$ cat src/rtl/string_art_line_scheduler.sv
// Greedy string-art line sequencer: scores every eligible pin from the current pin,
// commits the best positive-gain line to the solver and emits it, then repeats from that pin.
module string_art_line_scheduler #(
  parameter int NUM_PINS = 256,
  parameter int PIN_W    = 8,
  parameter int COORD_W  = 9,
  parameter int RED_W    = 19,
  parameter int LINE_W   = 16
) (
  input  logic               clk,
  input  logic               reset,
  input  logic               start,
  input  logic [PIN_W-1:0]   start_pin,
  input  logic [LINE_W-1:0]  num_lines,
  input  logic [1:0]         mode,
  output logic               busy,
  output logic               done,
  output logic [LINE_W-1:0]  lines_drawn,
  output logic [PIN_W-1:0]   pin_addr,
  input  logic [COORD_W-1:0] pin_x,
  input  logic [COORD_W-1:0] pin_y,
  output logic               slv_req_val,
  input  logic               slv_req_rdy,
  output logic [COORD_W-1:0] slv_p1_x,
  output logic [COORD_W-1:0] slv_p1_y,
  output logic [COORD_W-1:0] slv_p2_x,
  output logic [COORD_W-1:0] slv_p2_y,
  output logic [1:0]         slv_mode,
  output logic               slv_change,
  input  logic               slv_resp_val,
  output logic               slv_resp_rdy,
  input  logic [RED_W-1:0]   slv_reduction,
  output logic               line_val,
  input  logic               line_rdy,
  output logic [PIN_W-1:0]   line_from,
  output logic [PIN_W-1:0]   line_to
);

  typedef enum logic [3:0] {
    S_IDLE, S_LD_CUR0, S_LD_CUR1, S_SKIP, S_FETCH0, S_FETCH1, S_ISSUE, S_WAIT_RESP,
    S_CFETCH0, S_CFETCH1, S_CISSUE, S_COMMIT_WAIT, S_EMIT, S_FIN
  } state_t;

  localparam logic [PIN_W-1:0] LAST_PIN = PIN_W'(NUM_PINS - 1);

  state_t state_q, state_d;

  logic [PIN_W-1:0]        cur_q, cur_d;
  logic [PIN_W-1:0]        prev_q, prev_d;
  logic                    prev_valid_q, prev_valid_d;
  logic [PIN_W-1:0]        cand_q, cand_d;
  logic [PIN_W-1:0]        best_q, best_d;
  logic signed [RED_W-1:0] best_red_q, best_red_d;
  logic                    best_valid_q, best_valid_d;
  logic [COORD_W-1:0]      p1_x_q, p1_x_d, p1_y_q, p1_y_d;
  logic [COORD_W-1:0]      p2_x_q, p2_x_d, p2_y_q, p2_y_d;
  logic [1:0]              mode_q, mode_d;
  logic [LINE_W-1:0]       num_lines_q, num_lines_d;
  logic [LINE_W-1:0]       lines_drawn_q, lines_drawn_d;

  logic              start_bad;
  logic              cand_skip;
  logic              cand_last;
  logic              better;
  logic              best_valid_nxt;
  logic [LINE_W-1:0] lines_inc;

  assign start_bad      = (num_lines == '0) || ({1'b0, start_pin} >= (PIN_W+1)'(NUM_PINS));
  assign cand_skip      = (cand_q == cur_q) || (prev_valid_q && (cand_q == prev_q));
  assign cand_last      = (cand_q == LAST_PIN);
  assign better         = $signed(slv_reduction) > best_red_q;
  assign best_valid_nxt = best_valid_q | better;
  assign lines_inc      = lines_drawn_q + 1'b1;

  always_ff @(posedge clk) begin
    if (reset) state_q <= S_IDLE;
    else       state_q <= state_d;
  end

  always_comb begin
    state_d = state_q;
    case (state_q)
      S_IDLE:        if (start) state_d = start_bad ? S_FIN : S_LD_CUR0;
      S_LD_CUR0:     state_d = S_LD_CUR1;
      S_LD_CUR1:     state_d = S_SKIP;
      S_SKIP: begin
        if (!cand_skip)     state_d = S_FETCH0;
        else if (cand_last) state_d = best_valid_q ? S_CFETCH0 : S_FIN;
      end
      S_FETCH0:      state_d = S_FETCH1;
      S_FETCH1:      state_d = S_ISSUE;
      S_ISSUE:       if (slv_req_rdy) state_d = S_WAIT_RESP;
      S_WAIT_RESP: begin
        // A skipped final candidate is handled in SKIP; here the last scored one closes the scan.
        if (slv_resp_val) begin
          if (cand_last) state_d = best_valid_nxt ? S_CFETCH0 : S_FIN;
          else           state_d = S_SKIP;
        end
      end
      S_CFETCH0:     state_d = S_CFETCH1;
      S_CFETCH1:     state_d = S_CISSUE;
      S_CISSUE:      if (slv_req_rdy) state_d = S_COMMIT_WAIT;
      S_COMMIT_WAIT: if (slv_resp_val) state_d = S_EMIT;
      S_EMIT:        if (line_rdy) state_d = (lines_inc == num_lines_q) ? S_FIN : S_LD_CUR0;
      S_FIN:         state_d = S_IDLE;
      default:       state_d = S_IDLE;
    endcase
  end

  always_comb begin
    busy         = (state_q != S_IDLE) && (state_q != S_FIN);
    done         = (state_q == S_FIN);
    slv_req_val  = (state_q == S_ISSUE) || (state_q == S_CISSUE);
    slv_change   = (state_q == S_CISSUE);
    slv_resp_rdy = (state_q == S_WAIT_RESP) || (state_q == S_COMMIT_WAIT);
    line_val     = (state_q == S_EMIT);
    pin_addr     = '0;
    case (state_q)
      S_LD_CUR0: pin_addr = cur_q;
      S_FETCH0:  pin_addr = cand_q;
      S_CFETCH0: pin_addr = best_q;
      default:   pin_addr = '0;
    endcase
    line_from   = cur_q;
    line_to     = best_q;
    slv_p1_x    = p1_x_q;
    slv_p1_y    = p1_y_q;
    slv_p2_x    = p2_x_q;
    slv_p2_y    = p2_y_q;
    slv_mode    = mode_q;
    lines_drawn = lines_drawn_q;
  end

  always_comb begin
    cur_d         = cur_q;
    prev_d        = prev_q;
    prev_valid_d  = prev_valid_q;
    cand_d        = cand_q;
    best_d        = best_q;
    best_red_d    = best_red_q;
    best_valid_d  = best_valid_q;
    p1_x_d        = p1_x_q;
    p1_y_d        = p1_y_q;
    p2_x_d        = p2_x_q;
    p2_y_d        = p2_y_q;
    mode_d        = mode_q;
    num_lines_d   = num_lines_q;
    lines_drawn_d = lines_drawn_q;
    case (state_q)
      S_IDLE: begin
        if (start) begin
          cur_d         = start_pin;
          mode_d        = mode;
          num_lines_d   = num_lines;
          lines_drawn_d = '0;
          prev_valid_d  = 1'b0;
        end
      end
      S_LD_CUR1: begin
        p1_x_d       = pin_x;
        p1_y_d       = pin_y;
        cand_d       = '0;
        best_d       = '0;
        best_red_d   = '0;
        best_valid_d = 1'b0;
      end
      S_SKIP: if (cand_skip && !cand_last) cand_d = cand_q + 1'b1;
      S_FETCH1, S_CFETCH1: begin
        p2_x_d = pin_x;
        p2_y_d = pin_y;
      end
      S_WAIT_RESP: begin
        // Strict compare: on a tie the earlier (lower) pin stays best.
        if (slv_resp_val) begin
          if (better) begin
            best_d       = cand_q;
            best_red_d   = $signed(slv_reduction);
            best_valid_d = 1'b1;
          end
          if (!cand_last) cand_d = cand_q + 1'b1;
        end
      end
      S_EMIT: begin
        if (line_rdy) begin
          lines_drawn_d = lines_inc;
          prev_d        = cur_q;
          prev_valid_d  = 1'b1;
          cur_d         = best_q;
        end
      end
      default: ;
    endcase
  end

  always_ff @(posedge clk) begin
    if (reset) begin
      cur_q         <= '0;
      prev_q        <= '0;
      prev_valid_q  <= 1'b0;
      cand_q        <= '0;
      best_q        <= '0;
      best_red_q    <= '0;
      best_valid_q  <= 1'b0;
      p1_x_q        <= '0;
      p1_y_q        <= '0;
      p2_x_q        <= '0;
      p2_y_q        <= '0;
      mode_q        <= '0;
      num_lines_q   <= '0;
      lines_drawn_q <= '0;
    end else begin
      cur_q         <= cur_d;
      prev_q        <= prev_d;
      prev_valid_q  <= prev_valid_d;
      cand_q        <= cand_d;
      best_q        <= best_d;
      best_red_q    <= best_red_d;
      best_valid_q  <= best_valid_d;
      p1_x_q        <= p1_x_d;
      p1_y_q        <= p1_y_d;
      p2_x_q        <= p2_x_d;
      p2_y_q        <= p2_y_d;
      mode_q        <= mode_d;
      num_lines_q   <= num_lines_d;
      lines_drawn_q <= lines_drawn_d;
    end
  end

endmodule

$ cat config.mk
export PLATFORM = sky130hd
export DESIGN_NAME = string_art_line_scheduler
export DESIGN_NICKNAME = d
export VERILOG_FILES = /design/src/rtl/string_art_line_scheduler.sv
export SDC_FILE = /design/constraint.sdc
export NUM_CORES = 1
export LEC_CHECK = 0
export ABC_AREA = 0
export CORE_MARGIN = 4
export CORE_UTILIZATION = 30
export DETAILED_ROUTE_END_ITERATION = 7
export PLACE_DENSITY = 0.54
export SYNTH_ARGS = -nofsm -noshare
export SYNTH_HDL_FRONTEND = slang
export SYNTH_SLANG_ARGS = --single-unit
$ cat constraint.sdc
create_clock -name clk -period 3.2 [get_ports clk]
set_input_delay 0.64 -clock clk [delete_from_list [all_inputs] [get_ports clk]]
set_output_delay 0.64 -clock clk [all_outputs]
set_load 0.1 [all_outputs]
==> out/results.txt <==
Hold Vio Cnt, Final -> 0
metal2 WL -> 9.343 mm
TritonCTS clock tree -> yes
grt total ovfl -> 0
Ant. Diodes -> 0
# rows -> 54
CTS root buf -> clkbuf_16
Via Count -> 6471
placed cell area -> 8366 µm²
CP max FO -> 17
TNS Setup -> 0 ns
WL per Instance -> 16.21 µm
routed wl met3 -> 1.546 mm
area of the die -> 24680 µm²
clk sinks -> 127
Layout area overhead -> 34.00%
nets@finish -> 1088
Slew HR -> 48.55%
Peak Freq -> 0.3403 GHz
Setup crit end kind -> output port
cts bufs inserted -> 17
crit path buf inv count -> 1
Mapped Nets -> 960
top cells by area, synth -> dfxtp_1 38%, nand2_1 9.7%, a21oi_1 9.2%, ha_1 3.9%, xnor2_1 3.3%
Setup Viol. Count Final -> 0
post-route ant nets -> 0
Worst Setup Start Kind -> flip-flop
drt pass-1 iters -> 5
core area -> 21820 µm²
hpwl dp -> 14.90 mm
share of cells above drive strength 1 -> 15.74%
Post-synth EDFFs -> 0
Tot Pwr -> 6.653 mW
Clock Skew -> 0.009357 ns
r2r setup slk -> 0.57 ns
Synth Flop Type -> dfxtp_1
max-cap violations -> 0
FFs w/ async S/R, synth -> 0%
Slew Limit Fails -> 0
port bufs -> 152
largest delay contributor family on the critical path -> simple AND/OR/NAND/NOR gates
Worst VDD drop -> 0.0004510 V
top layer in use -> met4
Synth area leader -> dfxtp_1
Finished Cell Area -> 8936 µm²
Least-Margin Pin Slew -> 0.7675 ns
Worst Path Required -> 2.56 ns
post-CTS setup buffers -> 0
status -> finished clean
synth cell count leaders -> 172 x nand2_1, 127 x dfxtp_1, 122 x a21oi_1, 56 x nor2_1, 44 x clkbuf_1
gr usage total -> 16.92%
vias in the first global route -> 6213
Ports -> 153
CTS H-tree depth -> 4
non-filler cells, final -> 1290
Post-Syn Area -> 6669 µm²
Initial DRC Count -> 257
top cell type's share of synthesized area -> 38.12%
average size of a mapped cell -> 7.665 µm²
die height -> 157.1 µm
flops & latches, synth -> 127
die width -> 157.1 µm
Seq/Total Area, Yosys -> 38.12%
dpl cells -> 1259
WL final -> 20.91 mm
final worst-path cycle share -> 91.83%
Leak -> 3.307 nW
most numerous cell in the Yosys netlist -> nand2_1
worst skew pair latency -> 0.42 ns
met1 WL -> 9.715 mm
CP max-delay cell -> dfxtp_1
slowest cell delay on critical path -> 0.71 ns
DR DRC count -> 0
Synth cell types -> 57
crit path time final -> 2.939 ns
clk buf depth -> 2
gp weighted congestion -> 0.7963
largest net degree at the start of global routing -> 64
Ys Warns -> 0
initial antenna violation count -> 0
via/cell ratio -> 5.016
PD cells -> 744.5 nW/µm²
Starting Density -> 30.56%
crit-path cells -> nand2b_1 > nor2_1 > a22oi_1 > nand2_1 > buf_12
global-route wire length before repair -> 33.62 mm
Tightest Hold Check Type -> flip-flop to flip-flop
worst endpoint data arrival time -> 2.30 ns
clk slew on worst S/H paths -> 0.06 ns
Synth Instances -> 870
crit path kind -> flip-flop to output port
Final Core Density -> 40.95%
Fillers -> 2222
setup repair after global routing missed its margin -> no
## state kept, by name (all words and copies together), names as in the netlist
| name | count |
|---|---|
| slv_p1_y | 9 |
| cand_q | 8 |
| slv_p1_x | 9 |
| slv_p2_x | 9 |
| prev_valid_q | 1 |
| slv_p2_y | 9 |
| num_lines_q | 16 |
| prev_q | 8 |
| lines_drawn | 16 |
| best_red_q | 19 |
| slv_mode | 2 |
| best_valid_q | 1 |
| line_from | 8 |
| state_q | 4 |
| line_to | 8 |
## worst min-delay path, stage by stage, from the launching register on
cell and delay, ns:
dfxtp_1 0.31, nand2_1 0.05, a21oi_1 0.05
## area by class of cell
type                       instances  area (µm²)  area share (%)
clock buffer                      19       452.9           5.069
clock inverter                    12       112.6           1.260
inverter                          25       93.84           1.050
multi-input combinational        650        3762           42.10
sequential                       127        2542           28.45
tap                              280       350.3           3.920
timing repair buffer             177        1622           18.15
## routing by layer
layer / vias to the layer above / global-route usage (%)
met4: 0 / 4.629
met1: 3005 / 23.03
met3: 18 / 5.527
li1: 3290 / -
met2: 158 / 25.84
met5: - / 0
## final timing paths
path,startpoint,endpoint,cells past startpoint
worst max-delay path,state_q[3],pin_addr[2],5
worst max register to register,state_q[2],state_q[3],8
worst min-delay path,slv_p1_y[7],slv_p1_y[7],2
worst min register to register,slv_p1_y[7],slv_p1_y[7],2
## cells by family after synthesis
kind of cell             after synthesis  share of synthesized area (%)
multiplexers                          12                          1.839
AND/OR/NAND/NOR                      351                          23.79
adder cells (fa/ha/maj)               21                          3.940
flip-flops                           127                          38.12
buffers and inverters                 93                          5.779
XOR/XNOR                              48                          6.304
AO/OA/AOI/OAI                        218                          20.23
## metrics by stage
stage / hold WS (ns) / setup slack (ns)
finish: 0.4535 / 0.2614
global route: 0.4781 / 0.09475
CTS: 0.4565 / 0.1796
detailed placement: 0.4478 / 0.003135
global placement: 0.4430 / 0.1055
floorplan: 0.4437 / 0.09201
## where the power goes
part / internal, mW / total, mW / switching [mW]
combinational: 0.737 / 2.79 / 2.05
sequential: 1.77 / 2.01 / 0.245
clock: 1.11 / 1.85 / 0.745
## what timing repair did
item / in CTS / in global routing
endpoints found under the setup margin: 0 / 4
hold buffers: 0 / 0
gates resized for setup: 0 / 1
## layout by cell type (no fill, tap or decap), types with 4 or more instances in the layout
cell type,count
nand4_1,13
clkinvlp_4,5
nand2_1,172
clkdlybuf4s50_1,67
and3_1,6
xor2_1,23
nand2b_1,7
xnor2_1,25
nor2b_1,5
a31oi_1,4
o211ai_1,28
a211oi_1,14
clkbuf_16,17
nor4_1,10
nand3_1,39
and4_1,6
buf_4,100
inv_1,25
nor2_1,54
nor3_1,18
dfxtp_1,127
a21oi_1,121
ha_1,21
a21o_1,5
buf_12,10
o21ai_0,13
a22oi_1,13
mux2i_1,10
(Power assumes the default switching activity.)
